### config.mk
export PLATFORM = sky130hd
export DESIGN_NAME = gui_sprite_sequencer
export DESIGN_NICKNAME = d
export VERILOG_FILES = /design/src/rtl/gui_sprite_pkg.sv /design/src/rtl/sprite_compositor.sv /design/src/rtl/gui_sprite_sequencer.sv
export SDC_FILE = /design/constraint.sdc
export NUM_CORES = 1
export LEC_CHECK = 0
export BUFFER_PORTS_ARGS = -buffer_cell sky130_fd_sc_hd__buf_4
export CORE_ASPECT_RATIO = 0.8
export CORE_MARGIN = 4
export CORE_UTILIZATION = 35
export DETAILED_ROUTE_END_ITERATION = 8
export HOLD_SLACK_MARGIN = 0.06
export PLACE_DENSITY = 0.6
export SYNTH_ARGS = -nofsm -noshare
export SYNTH_HDL_FRONTEND = slang
export SYNTH_HIERARCHICAL = 1
export SYNTH_SLANG_ARGS = --single-unit
### constraint.sdc
create_clock -name clk -period 2.6 [get_ports clk]
set_clock_uncertainty 0.2 [all_clocks]
set_input_delay 0.52 -clock clk [delete_from_list [all_inputs] [get_ports clk]]
set_output_delay 0.52 -clock clk [all_outputs]
set_load 0.02 [all_outputs]
### src/rtl/gui_sprite_pkg.sv
// gui_sprite_pkg
//   Shared types and constants for the fighter sprite animation slice:
//   sequencer state encoding, move identifiers, the per-move last-frame
//   table and the transparency key colour.
package gui_sprite_pkg;

  typedef enum logic [1:0] {
    IDLE    = 2'd0,
    PLAY    = 2'd1,
    RECOVER = 2'd2
  } seq_state_e;

  localparam logic [1:0] MV_IDLE  = 2'd0;
  localparam logic [1:0] MV_SP1   = 2'd1;
  localparam logic [1:0] MV_PUNCH = 2'd2;
  localparam logic [1:0] MV_KICK  = 2'd3;

  // Index = move id. Entry 0 (idle) is unused by move playback.
  // Packed order is {kick, punch, sp1, idle}.
  localparam logic [3:0][1:0] LAST_FRAME = {2'd2, 2'd2, 2'd3, 2'd0};

  localparam logic [15:0] TRANSPARENT = 16'h0000;

  function automatic logic [1:0] last_frame(input logic [1:0] mv);
    return LAST_FRAME[mv];
  endfunction

endpackage

### src/rtl/sprite_compositor.sv
// sprite_compositor
//   Registered transparency-key mux between one sprite layer and the layer
//   beneath it. One clock of latency, independent of any animation state.
//   Ports:
//     clk, rst          clock, asynchronous active-high reset
//     pix_colour   in   RGB565 colour from the upper (sprite) layer
//     under_colour in   RGB565 colour from the lower layer
//     out_colour   out  registered composited colour
module sprite_compositor
  import gui_sprite_pkg::*;
(
  input  logic        clk,
  input  logic        rst,
  input  logic [15:0] pix_colour,
  input  logic [15:0] under_colour,
  output logic [15:0] out_colour
);

  logic [15:0] out_colour_q;
  logic [15:0] out_colour_d;

  always_comb begin
    out_colour_d = (pix_colour != TRANSPARENT) ? pix_colour : under_colour;
  end

  always_ff @(posedge clk or posedge rst) begin
    if (rst) begin
      out_colour_q <= TRANSPARENT;
    end else begin
      out_colour_q <= out_colour_d;
    end
  end

  assign out_colour = out_colour_q;

endmodule

### src/rtl/gui_sprite_sequencer.sv
// gui_sprite_sequencer
//   Animation controller for one fighter: idle loop, one-shot move playback
//   and a cooldown (recovery) period, plus the registered transparency stage
//   feeding the OLED.
//   Ports:
//     clk, reset      clock, asynchronous active-high reset
//     frame_tick  in  one-cycle pulse per display refresh; all counters
//                     advance only on these cycles
//     move_req    in  move request (level or pulse)
//     move_id     in  requested move (0 none, 1 Sp1, 2 punch, 3 kick)
//     hit_in      in  one-cycle pulse, fighter was hit
//     move_ack    out one-cycle pulse, request accepted
//     busy        out high whenever not in IDLE
//     anim_done   out one-cycle pulse, move played to completion
//     frame_sel   out {cur_move, frame}, selects the sprite ROM
//     sprite_colour in colour from the selected ROM
//     bg_colour   in  background colour for the same pixel
//     oled_colour out registered composited pixel
//   Handshake: a request is taken on any clock where the FSM is IDLE,
//   move_req=1, move_id!=0 and hit_in=0; move_ack pulses for exactly the
//   following cycle. Requests in any other state are dropped, not queued.
//   hit_in always takes priority over acceptance and over move completion.
module gui_sprite_sequencer
  import gui_sprite_pkg::*;
#(
  parameter int HOLD_TICKS     = 6,
  parameter int COOLDOWN_TICKS = 12,
  parameter int IDLE_FRAMES    = 2
) (
  input  logic        clk,
  input  logic        reset,
  input  logic        frame_tick,
  input  logic        move_req,
  input  logic [1:0]  move_id,
  input  logic        hit_in,
  output logic        move_ack,
  output logic        busy,
  output logic        anim_done,
  output logic [3:0]  frame_sel,
  input  logic [15:0] sprite_colour,
  input  logic [15:0] bg_colour,
  output logic [15:0] oled_colour
);

  localparam logic [5:0] HOLD_LAST = 6'(HOLD_TICKS - 1);
  localparam logic [5:0] CD_LAST   = 6'(COOLDOWN_TICKS - 1);
  localparam logic [1:0] IDLE_LAST = 2'(IDLE_FRAMES - 1);

  seq_state_e state_q, state_d;
  logic [1:0] cur_move_q, cur_move_d;
  logic [1:0] frame_q, frame_d;
  logic [5:0] hold_cnt_q, hold_cnt_d;
  logic [5:0] cd_cnt_q, cd_cnt_d;
  logic       move_ack_q, move_ack_d;
  logic       anim_done_q, anim_done_d;

  always_comb begin
    state_d     = state_q;
    cur_move_d  = cur_move_q;
    frame_d     = frame_q;
    hold_cnt_d  = hold_cnt_q;
    cd_cnt_d    = cd_cnt_q;
    move_ack_d  = 1'b0;
    anim_done_d = 1'b0;

    case (state_q)
      IDLE: begin
        if (hit_in) begin
          state_d    = RECOVER;
          cd_cnt_d   = '0;
          cur_move_d = MV_IDLE;
          frame_d    = '0;
        end else if (move_req && (move_id != MV_IDLE)) begin
          // Acceptance wins over a coincident tick; that idle advance is lost.
          state_d    = PLAY;
          move_ack_d = 1'b1;
          cur_move_d = move_id;
          frame_d    = '0;
          hold_cnt_d = '0;
        end else if (frame_tick) begin
          if (hold_cnt_q == HOLD_LAST) begin
            hold_cnt_d = '0;
            frame_d    = (frame_q == IDLE_LAST) ? 2'd0 : frame_q + 2'd1;
          end else begin
            hold_cnt_d = hold_cnt_q + 6'd1;
          end
        end
      end

      PLAY: begin
        if (hit_in) begin
          state_d    = RECOVER;
          cd_cnt_d   = '0;
          cur_move_d = MV_IDLE;
          frame_d    = '0;
        end else if (frame_tick) begin
          if (hold_cnt_q == HOLD_LAST) begin
            hold_cnt_d = '0;
            if (frame_q == last_frame(cur_move_q)) begin
              anim_done_d = 1'b1;
              state_d     = RECOVER;
              cd_cnt_d    = '0;
              cur_move_d  = MV_IDLE;
              frame_d     = '0;
            end else begin
              frame_d = frame_q + 2'd1;
            end
          end else begin
            hold_cnt_d = hold_cnt_q + 6'd1;
          end
        end
      end

      RECOVER: begin
        // cur_move and frame were cleared on entry, so the idle pose shows.
        if (hit_in) begin
          cd_cnt_d = '0;
        end else if (frame_tick) begin
          if (cd_cnt_q == CD_LAST) begin
            state_d    = IDLE;
            hold_cnt_d = '0;
          end else begin
            cd_cnt_d = cd_cnt_q + 6'd1;
          end
        end
      end

      default: begin
        state_d    = IDLE;
        cur_move_d = MV_IDLE;
        frame_d    = '0;
        hold_cnt_d = '0;
        cd_cnt_d   = '0;
      end
    endcase
  end

  always_ff @(posedge clk or posedge reset) begin
    if (reset) begin
      state_q     <= IDLE;
      cur_move_q  <= MV_IDLE;
      frame_q     <= '0;
      hold_cnt_q  <= '0;
      cd_cnt_q    <= '0;
      move_ack_q  <= 1'b0;
      anim_done_q <= 1'b0;
    end else begin
      state_q     <= state_d;
      cur_move_q  <= cur_move_d;
      frame_q     <= frame_d;
      hold_cnt_q  <= hold_cnt_d;
      cd_cnt_q    <= cd_cnt_d;
      move_ack_q  <= move_ack_d;
      anim_done_q <= anim_done_d;
    end
  end

  assign move_ack  = move_ack_q;
  assign anim_done = anim_done_q;
  assign busy      = (state_q != IDLE);
  assign frame_sel = {cur_move_q, frame_q};

  sprite_compositor u_compositor (
    .clk          (clk),
    .rst          (reset),
    .pix_colour   (sprite_colour),
    .under_colour (bg_colour),
    .out_colour   (oled_colour)
  );

endmodule

==> impl_results.md, run 1 <==
- Largest net degree at the start of global routing: 21
- FF-to-FF End: cur_move_q[0]
- Period utilization: 0.840
- Slowest-stage cell, CP: nor4b_1
- Per-cell routed wire length: 14.6 um
- CTS Buf Count: 5
- Mapped cell area: ~1800 um2
- Syn. warnings: 6
- Reg2Reg Setup Slack: 0.41 ns
- Final Hold Vio Count: 0
- CTS tree: built
- Minimum clock period: roughly 2.2 ns
- First-pass GRT wire length: 7.28 mm
- Remaining routing DRC violations: 0
- Syn_nets: ~210
- Share of cells above drive strength 1: 0.392
- Least-Margin Pin Slew: roughly 0.75 ns
- Vias in the first global route: 1,495
- Post-DP HPWL: about 3.4 mm
- Vias: around 1,500
- Buffers and inverters on the worst path: 0
- Worst path required time: around 2.6 ns
- Setup TNS: 0 ns
- Post-CTS setup repair buffer count: 0
- Post-CTS Hold Fix Bufs: 0
- Length of the first detailed-routing pass in iterations: 4
- Slowest Stage Delay on Critical Path: about 0.44 ns
- Max-cap violations: 0
- Global-route usage over all layers: 0.146
- RD Place Congestion: 0.797
- Die area: between 6000 and 7000 um2
- Leading area contributor after synthesis: dfrtp_1
- Max_slew headroom: 0.498
- Max VDD drop: around 0.38 mV
- Cells on worst reg2reg path: 5
- Cell count after synthesis: around 170
- Max Fclk: approximately 460 MHz
- CP Max Fanout: 4
- Share of the synthesized area in the top cell type: 0.501
- Number of flops mapped to enable cells by yosys: 0
- Initial antenna violation count: 0
- Most used DFF post-synth: dfrtp_1
- Clock Pin Slew Worst Setup and Hold Paths: approximately 0.07 ns
- Clk Latency, worst-skew pair: 0.28 ns
- Final setup viols: 0
- Root buffer cell: clkbuf_8
- N_diodes: 0
- Clk sink count: 36
- Number of synthesized register bits: 36
- Top-count cell post-synth: dfrtp_1
- Post-CTS sizing: 0
- IO buf count: 61
- Core Region: roughly 5000 um2
- Antenna Nets Post-Route: 0
- Crit. End Element: flop
- Nets: 280
- Top post-synthesis cells by area: dfrtp_1 50%, a21o_1 4.6%, ha_1 3.5%, a21o_2 2.9%, a21oi_1 2.5%
- CP Class: reg2reg
- Avg Cell Area, Syn: ~11 um2
- Lkg Pwr: 1.19 nW
- Status: finished clean
- PwrDens: about 740 nW/um2
- Critical Path AT: around 2.2 ns
- RSZ-0062 raised after global routing: false
- Critical Path Source Type: flop
- RR Startpoint: hold_cnt_q[3]
- Yosys cell types: 48
- Hold Path Class: in2async
- Sequential area share after synthesis: 0.501
- Clock buffer depth: 2
- Async SR Flop Fraction: 1.00
- Area Growth Syn to Fin: 35.6%
- CP Cell Sequence: nor4b_1, and3_4, a21oi_2, or3b_1, a22o_1
- Cell family with most CP delay: simple AND/OR/NAND/NOR gates
- Chip height: roughly 70 um
- Global route overflow: 0
- DR vias/cell: ~5
- Final core utilization: 0.489
- Top cells by count, synth: 36 x dfrtp_1, 12 x nand2_1, 11 x a21o_1, 11 x inv_1, 10 x nor2_1
- H-tree level count: 2
- Fin. max-slew vios: 0
- Std-Cell Rows: 23
- Initial Util: 0.361
- DR iter-0 viols: 65
- Ports: 62
- Routed WL: approximately 4.4 mm
- Die Width: just under 90 um
==> worst max-delay path by stage <==
stage,from,to,slack [ns],depth (start not counted)
after floorplan,frame_q[1],cd_cnt_q[1],0.41,5
final,hold_cnt_q[3],cur_move_q[0],0.41,5
after detailed placement,move_id[0],hold_cnt_q[4],0.29,6
after global placement,move_id[0],hold_cnt_q[4],0.34,6
after global routing,hold_cnt_q[4],cur_move_q[0],0.21,5
after CTS,hold_cnt_q[3],cur_move_q[0],0.42,5
==> placed cells by master, fill, tap and decap left out, types with 2 or more instances in the layout <==
master      n
nand3_1     5
buf_4      65
or2_2       4
a21o_1     11
clkbuf_8    7
a41oi_1     4
a31oi_1     2
and3_1      3
o21ai_0     5
o21a_1      2
ha_1        5
or4_1       2
a21o_2      6
dfrtp_1    36
a22o_1      2
a31o_2      2
nand2_1    12
inv_1      11
nor4_1      6
nor2_1     10
nor3_1      2
a21oi_1     9
a2bb2oi_1   2
==> logic make-up after synthesis <==
group | count (synthesis) | share of synthesized area
adders and majority gates | 5 | 0.0348
muxes | 1 | 0.00835
and+or+nand+nor | 57 | 0.178
buffers and inverters | 16 | 0.0522
AOI/OAI and AO/OA | 54 | 0.225
DFF | 36 | 0.501
==> state kept, by name, indices dropped and copies added, names as in the netlist <==
name and cells:
state_q 2, cur_move_q 2, anim_done 1, hold_cnt_q 6, u_compositor/out_colour 16, move_ack 1, cd_cnt_q 6, frame_q 2
==> through the flow <==
stage / instances / power (mW) / instance area [um2] / setup WS [ns] / hold slack (ns)
2_1_floorplan: 169 / 1.06 / 1800 / 0.407 / 0.234
3_3_place_gp: 291 / 1.27 / 2310 / 0.344 / 0.281
3_5_place_dp: 291 / 1.27 / 2310 / 0.285 / 0.283
4_1_cts: 299 / 1.81 / 2440 / 0.419 / 0.135
5_1_grt: 299 / 1.91 / 2440 / 0.205 / 0.182
6_report: 299 / 1.79 / 2440 / 0.415 / 0.118
==> report_power, final <==
| part | total (mW) | switching [mW] | internal [mW] | leakage, nW |
|---|---|---|---|---|
| sequential | 0.728 | 0.0948 | 0.633 | 0.457 |
| clock | 0.532 | 0.193 | 0.338 | 0.0645 |
| combinational | 0.535 | 0.276 | 0.259 | 0.671 |
==> final cells by class <==
class                           instances  area, um2
Clock inverter                          1       30.0
Fill cell                             459       2540
Tap cell                               62       77.6
Sequential cell                        36        901
Timing Repair Buffer                   65        488
Clock buffer                            7       96.3
Inverter                               11       41.3
Multi-Input combinational cell        117        802
==> layer usage <==
metal  global-route usage  vias up  wire [um]
met5                    0        -          0
met4               0.0403        0         25
met3               0.0341        2         95
met2                0.210       17       2130
met1                0.221      754       2120
li1                     -      754          -
(Power assumes the default switching activity.)
==> run 2, diff against run 1 <==
Settings changed: ABC_AREA set to 1, PLACE_DENSITY 0.6 to 0.59.
Clock period 2.6 ns to 2.2 ns, I/O delays scaled along.
==> impl_results.md, run 2 <==
- Synth Area in Compound Gates: 0.0458 (-0.179)
- Max Fclk: 553 MHz (+21%)
- Multi-input logic area: 1000 um2 (+25%)
- Largest family of logic cells by synthesized area: simple AND/OR/NAND/NOR gates
- Clk Latency, worst-skew pair: 0.30 ns (+0.02 ns)
- Crit. End Element: flop
- Std-Cell Rows: 24 (+4.3%)
- Top cells by count, synth: 77 x nand2_1, 39 x inv_1, 36 x dfrtp_1, 29 x nor2_1, 26 x nand3_1
- Length of the first detailed-routing pass in iterations: 4 (unchanged)
- Mux contribution to synthesized area: 0 (-0.00836)
- Clk pwr share: 0.232 (-0.064)
- Clk sink count: 36 (unchanged)
- Remaining routing DRC violations: 0 (unchanged)
- Die area: 7320 um2 (+15%)
- Post-CTS setup repair buffer count: 0 (unchanged)
- Final setup viols: 0 (unchanged)
- Worst setup margin: 0.392 ns (-0.0228 ns)
- Area Growth Syn to Fin: 29.6%
- Critical Path AT: 1.79 ns (-0.36 ns)
- Number of flops mapped to enable cells by yosys: 0 (unchanged)
- Max-cap violations: 0 (unchanged)
- Post-Synth Adder-Cell Area: 0.0297 (-0.00507)
- CP Launch Point: hold_cnt_q[1]
- Place WS: 0.390 ns (+0.104 ns)
- Clock buffer depth: 2 (unchanged)
- Leading area contributor after synthesis: dfrtp_1
- Yosys cell types: 24 (-50%)
- Die Width: 94.7 um (+7.5%)
- RSZ-0062 raised after global routing: false
- IO buf count: 61 (unchanged)
- Top-count cell post-synth: nand2_1
- Global route overflow: 0 (unchanged)
- Syn. warnings: 6 (unchanged)
- H-tree level count: 2 (unchanged)
- Routed WL: 4.98 mm (+14%)
- Switching Share: 0.388 (+0.0737)
- Leading cell type in the layout, fill and taps excluded: nand2_1
- First-pass GRT wire length: 8.60 mm (+18%)
- Worst path required time: 2.18 ns (-0.39 ns)
- Vias in the first global route: 1,825 (+22%)
- Sequential area share after synthesis: 0.428 (-0.0731)
- CP Class: reg2reg
- Post-synthesis xor/xnor area fraction: 0.00833 (+0.00833)
- Async SR Flop Fraction: 1.00 (unchanged)
- CP Max Fanout: 9 (+5)
- Syn_nets: 317 (+49%)
- Critical Path Source Type: flop
- CP Cell Sequence: inv_1, ha_1, nand3_1, nor2_2, nand2_2, inv_1, nand2_2, nand2_4, nand2_4, nand2_1, nand2_1
- Share of power burned in registers: 0.422 (+0.016)
- DR vias/cell: 4.46 (-13%)
- Global-route usage over all layers: 0.149 (+0.00292)
- Slowest Stage Delay on Critical Path: 0.43 ns (about the same)
- Fin. max-slew vios: 0 (unchanged)
- Initial Util: 0.373 (+0.0117)
- Vias: 1,874 (+23%)
- Slowest-stage cell, CP: dfrtp_1
- RD Place Congestion: 0.790 (-0.88%)
- Clock Pin Slew Worst Setup and Hold Paths: 0.08 ns (about the same)
- Root buffer cell: clkbuf_8
- Final Hold Vio Count: 0 (unchanged)
- Mapped cell area: 2100 um2 (+17%)
- Max VDD drop: 0.444 mV (+17%)
- Avg Cell Area, Syn: 7.70 um2 (-28%)
- Logic gate share of total power: 0.346 (+0.048)
- CTS tree: built
- Least-Margin Pin Slew: 0.616 ns (-0.136 ns)
- Most used DFF post-synth: dfrtp_1
- Ports: 62 (unchanged)
- Fill count: 609 (+33%)
- Setup TNS: 0 ns (unchanged)
- Hold Path Class: in2reg
- N_diodes: 0 (unchanged)
- Buffers and inverters on the worst path: 2 (+2)
- Worst setup path endpoint: cd_cnt_q[2]
- Period utilization: 0.822 (-0.0187)
- Minimum clock period: 1.81 ns (-0.377 ns)
- Cell count after synthesis: 273 (+62%)
- Cell family with most CP delay: simple AND/OR/NAND/NOR gates
- Chip height: 77.3 um (+7.3%)
- WP depth: 11 (+6)
- Share of cells above drive strength 1: 0.307 (-0.0854)
- DR iter-0 viols: 68 (+4.6%)
- Share of the synthesized area in the top cell type: 0.428 (-0.0731)
- Post-DP HPWL: 4.00 mm (+17%)
- Net Sw Power: 0.805 mW (+43%)
- Largest net degree at the start of global routing: 21 (unchanged)
- CTS Buf Count: 5 (unchanged)
- Max_slew headroom: 0.589 (+0.0910)
- Largest register FFs: 16 (unchanged)
- Nets: 385 (+38%)
- Reg2Reg Setup Slack: 0.39 ns (-0.02 ns)
- Post-CTS Hold Fix Bufs: 1 (+1)
- Cells on worst reg2reg path: 11 (+6)
- Pwr Total: 2.07 mW (+16%)
- Sequential cell area: 901 um2 (unchanged)
- Initial antenna violation count: 0 (unchanged)
- Most frequent cells in the layout: 77 x nand2_1, 62 x buf_4, 39 x inv_1
- Synth Area in Simple Gates: 0.392 (+0.214)
- RR Startpoint: hold_cnt_q[1]
- Antenna Nets Post-Route: 0 (unchanged)
- Post-CTS sizing: 0 (unchanged)
- Number of synthesized register bits: 36 (unchanged)
- Top post-synthesis cells by area: dfrtp_1 43%, nand2_1 14%, inv_1 7.0%, nand3_1 6.2%, nor2_1 5.2%
- FF-to-FF End: cd_cnt_q[2]
- Lkg Pwr: 1.42 nW (+19%)
- PwrDens: 761 nW/um2 (+3.3%)
- Internal power: 1.27 mW (+3.2%)
- Core Region: 5650 um2 (+13%)
- Status: finished clean
- Per-cell routed wire length: 11.9 um (-19%)
==> run 2: changes by cell type in the layout (fill, tap and decap cells not counted), moves of 10 or more <==
cell,previous run,this run
nand3_2,0,10
inv_1,11,39
nand3_1,5,26
a21o_1,11,0
nor2_1,10,29
nand2_1,12,77
==> run 2: cell type report <==
| class | count | share of cell area |
|---|---|---|
| clock buffers | 5 | 0.0252 |
| repair buffers | 63 | 0.174 |
| flip-flops and latches | 36 | 0.330 |
| inverters | 43 | 0.0592 |
| multi-input cells | 192 | 0.367 |
| clock inverters | 3 | 0.00780 |
| well taps | 78 | 0.0358 |
==> run 2: metrics by stage <==
| step | cell area (um2) | utilization | hold slack [ns] | instances |
|---|---|---|---|---|
| after CTS | 2730 | 0.483 | 0.124 | 420 |
| after global placement | 2630 | 0.465 | 0.285 | 411 |
| final | 2730 | 0.483 | 0.129 | 420 |
| after global routing | 2730 | 0.483 | 0.115 | 420 |
| after detailed placement | 2630 | 0.465 | 0.272 | 411 |
| after floorplan | 2100 | - | 0.154 | 273 |
==> run 2: worst min-delay path by stage <==
stage	end	cells past startpoint	start	slack (ns)
after global routing	u_compositor/out_colour[15]	3	sprite_colour[15]	0.12
after global placement	hold_cnt_q[5]	2	hold_cnt_q[5]	0.28
after floorplan	u_compositor/out_colour[0]	1	reset	0.15
after CTS	u_compositor/out_colour[15]	3	sprite_colour[15]	0.12
after detailed placement	hold_cnt_q[5]	2	hold_cnt_q[5]	0.27
final	u_compositor/out_colour[1]	3	sprite_colour[1]	0.13
==> run 2: worst reg2reg max path, cell delays in order (launching register included) <==
cell	delay, ns
dfrtp_1	0.43
inv_1	0.07
ha_1	0.13
nand3_1	0.09
nor2_2	0.17
nand2_2	0.12
inv_1	0.08
nand2_2	0.07
nand2_4	0.13
nand2_4	0.10
nand2_1	0.08
nand2_1	0.05
==> run 2: metal layers <==
layer / wire length (um) / GRT usage / up-vias
met5: 0 / 0 / -
met4: 43 / 0.0389 / 0
met3: 172 / 0.0406 / 2
met2: 2360 / 0.234 / 30
met1: 2410 / 0.203 / 853
li1: - / - / 989
==> run 2: cell families after synthesis <==
group	after synthesis
AND/OR/NAND/NOR	168
buffers and inverters	45
flip-flops	36
AO/OA/AOI/OAI	17
adder cells (fa/ha/maj)	5
XOR/XNOR	2
==> run 2: power by group through the flow <==
stage / Combinational, mW / Clock (mW) / Sequential (mW)
2_1_floorplan: 0.454 / 0 / 0.905
6_report: 0.718 / 0.481 / 0.876
5_1_grt: 0.826 / 0.534 / 0.895
3_3_place_gp: 0.723 / 0 / 0.889
4_1_cts: 0.727 / 0.503 / 0.877
3_5_place_dp: 0.725 / 0 / 0.888
==> run 3, diff against run 2 <==
Clock period 2.2 ns to 1.8 ns, I/O delays scaled along.
==> impl_results.md, run 3 (synthesized netlist as in run 2, its figures left out) <==
- Status: finished clean
- Die Width: 94.7 um (unchanged)
- Max-cap violations: 0 (unchanged)
- Std-Cell Rows: 24 (unchanged)
- Max VDD drop: 0.398 mV (-10%)
- Least-Margin Pin Slew: 0.262 ns (-0.353 ns)
- Critical Path Source Type: flop
- Place WS: 0.0384 ns (-0.351 ns)
- IO buf count: 61 (unchanged)
- Post-DP HPWL: 4.11 mm (+2.7%)
- Lkg Pwr: 1.55 nW (+9.1%)
- Largest register FFs: 16 (unchanged)
- Internal power: 1.67 mW (+31%)
- Switching Share: 0.390 (+0.00228)
- DR vias/cell: 4.59 (+2.9%)
- Slowest Stage Delay on Critical Path: 0.40 ns (-0.03 ns)
- CP Max Fanout: 3 (-6)
- Cells on worst reg2reg path: 10 (-1)
- Final core utilization: 0.533 (+0.0505)
- Largest net degree at the start of global routing: 21 (unchanged)
- DR iter-0 viols: 107 (+57%)
- Initial Util: 0.373 (unchanged)
- Hold Path Class: in2reg
- Placement Cell Area: 2720 um2 (+3.5%)
- Root buffer cell: clkbuf_8
- Clk pwr share: 0.229 (-0.003)
- Worst Hold Path Cells: 3 (unchanged)
- Vias in the first global route: 1,968 (+7.8%)
- N_diodes: 0 (unchanged)
- WHS: 0.0644 ns (-0.0642 ns)
- Clock buffer depth: 2 (unchanged)
- CP Class: reg2reg
- Minimum clock period: 1.75 ns (-0.0565 ns)
- Area Growth Syn to Fin: 43.2%
- Chip height: 77.3 um (unchanged)
- Final Hold Vio Count: 0 (unchanged)
- Logic gate share of total power: 0.381 (+0.035)
- Share of power burned in registers: 0.390 (-0.032)
- Worst path required time: 1.78 ns (-0.40 ns)
- Ports: 62 (unchanged)
- Cell count after placement: 420 (+2.2%)
- Critical Path AT: 1.73 ns (-0.06 ns)
- Nets: 410 (+6.5%)
- Per-cell routed wire length: 12.5 um (+5.6%)
- Slowest-stage cell, CP: dfrtp_1
- Pwr Total: 2.74 mW (+32%)
- Global route overflow: 0 (unchanged)
- Crit. End Element: flop
- Max Fclk: 571 MHz (+3.2%)
- Remaining routing DRC violations: 0 (unchanged)
- Clk sink count: 36 (unchanged)
- Antenna Nets Post-Route: 0 (unchanged)
- Routed WL: 5.57 mm (+12%)
- Clock Pin Slew Worst Setup and Hold Paths: 0.08 ns (about the same)
- Leading cell type in the layout, fill and taps excluded: nand2_1
- Vias: 2,044 (+9.1%)
- Share of cells above drive strength 1: 0.346 (+0.0390)
- Worst setup margin: 0.0486 ns (-0.343 ns)
- Initial antenna violation count: 0 (unchanged)
- Non-Filler Instances: 445 (+6.0%)
- Fin. max-slew vios: 0 (unchanged)
- Length of the first detailed-routing pass in iterations: 4 (unchanged)
- Buffers and inverters on the worst path: 2 (unchanged)
- Core Region: 5650 um2 (unchanged)
- H-tree level count: 2 (unchanged)
- RD Place Congestion: 0.849 (+7.4%)
- WP depth: 10 (-1)
- First-pass GRT wire length: 9.14 mm (+6.2%)
- CP Cell Sequence: inv_1, ha_2, nand3_2, nor2_4, nand2_2, buf_4, nand2_1, nor2_1, nor2_1, a21oi_1
- Die area: 7320 um2 (unchanged)
- Critical path's most frequent cell: nor2_1
- CTS Buf Count: 5 (unchanged)
- Final Cell Area: 3010 um2 (+10%)
- Period utilization: 0.973 (+0.151)
- Cell family with most CP delay: simple AND/OR/NAND/NOR gates
- Most frequent cells in the layout: 75 x nand2_1, 74 x buf_4, 38 x inv_1
- PwrDens: 909 nW/um2 (+19%)
- Clk Latency, worst-skew pair: 0.29 ns (about the same)
- Final setup viols: 0 (unchanged)
- CTS tree: built
- Max_slew headroom: 0.825 (+0.236)
- Global-route usage over all layers: 0.156 (+0.00654)
- Setup TNS: 0 ns (unchanged)
- Net Sw Power: 1.07 mW (+33%)
[run 3: layout make-up]
cell class,count,area [um2]
Fill cell,563,2630
Tap cell,78,97.6
Clock buffer,6,82.6
Inverter,43,161
Sequential cell,36,901
Clock inverter,2,13.8
Timing Repair Buffer,87,706
Multi-Input combinational cell,193,1050
[run 3: path summary, 6_finish.rpt]
kind | startpoint | slack (ns) | to
setup / recovery | hold_cnt_q[1] | 0.05 | hold_cnt_q[3]
hold / removal | sprite_colour[10] | 0.06 | u_compositor/out_colour[10]
setup reg to reg | hold_cnt_q[1] | 0.05 | hold_cnt_q[3]
hold reg to reg | cd_cnt_q[3] | 0.33 | cd_cnt_q[3]
max in group asynchronous | reset | 0.72 | hold_cnt_q[3]
min in group asynchronous | reset | 0.46 | u_compositor/out_colour[15]
[run 3: power by group through the flow]
stage | clock, mW | combinational (mW) | sequential, mW
final | 0.627 | 1.04 | 1.07
after global routing | 0.676 | 1.17 | 1.10
after CTS | 0.648 | 0.946 | 1.06
after detailed placement | 0 | 0.918 | 1.07
after global placement | 0 | 0.920 | 1.08
after floorplan | 0 | 0.555 | 1.11
[run 3: repair_timing]
action                                 4_1_cts  5_1_grt
gates resized for setup                      0       11
hold buffers                                11        0
setup endpoints to repair                    0       14
endpoints found under the hold margin       46        0
setup buffers                                0        5
[run 3: per-layer routing]
metal | wire length [um] | GRT usage | vias to the layer above
li1 | - | - | 1037
met1 | 2400 | 0.214 | 925
met2 | 2750 | 0.244 | 71
met3 | 328 | 0.0338 | 11
met4 | 100 | 0.0504 | 0
met5 | 0 | 0 | -
[run 3: worst reg2reg max path, delay by kind of cell, from the launching register on]
family / cells / cell delay [ns]
AO/OA/AOI/OAI: 1 / 0.06
flip-flops: 1 / 0.40
adder cells (fa/ha/maj): 1 / 0.17
AND/OR/NAND/NOR: 6 / 0.58
buffers and inverters: 2 / 0.22
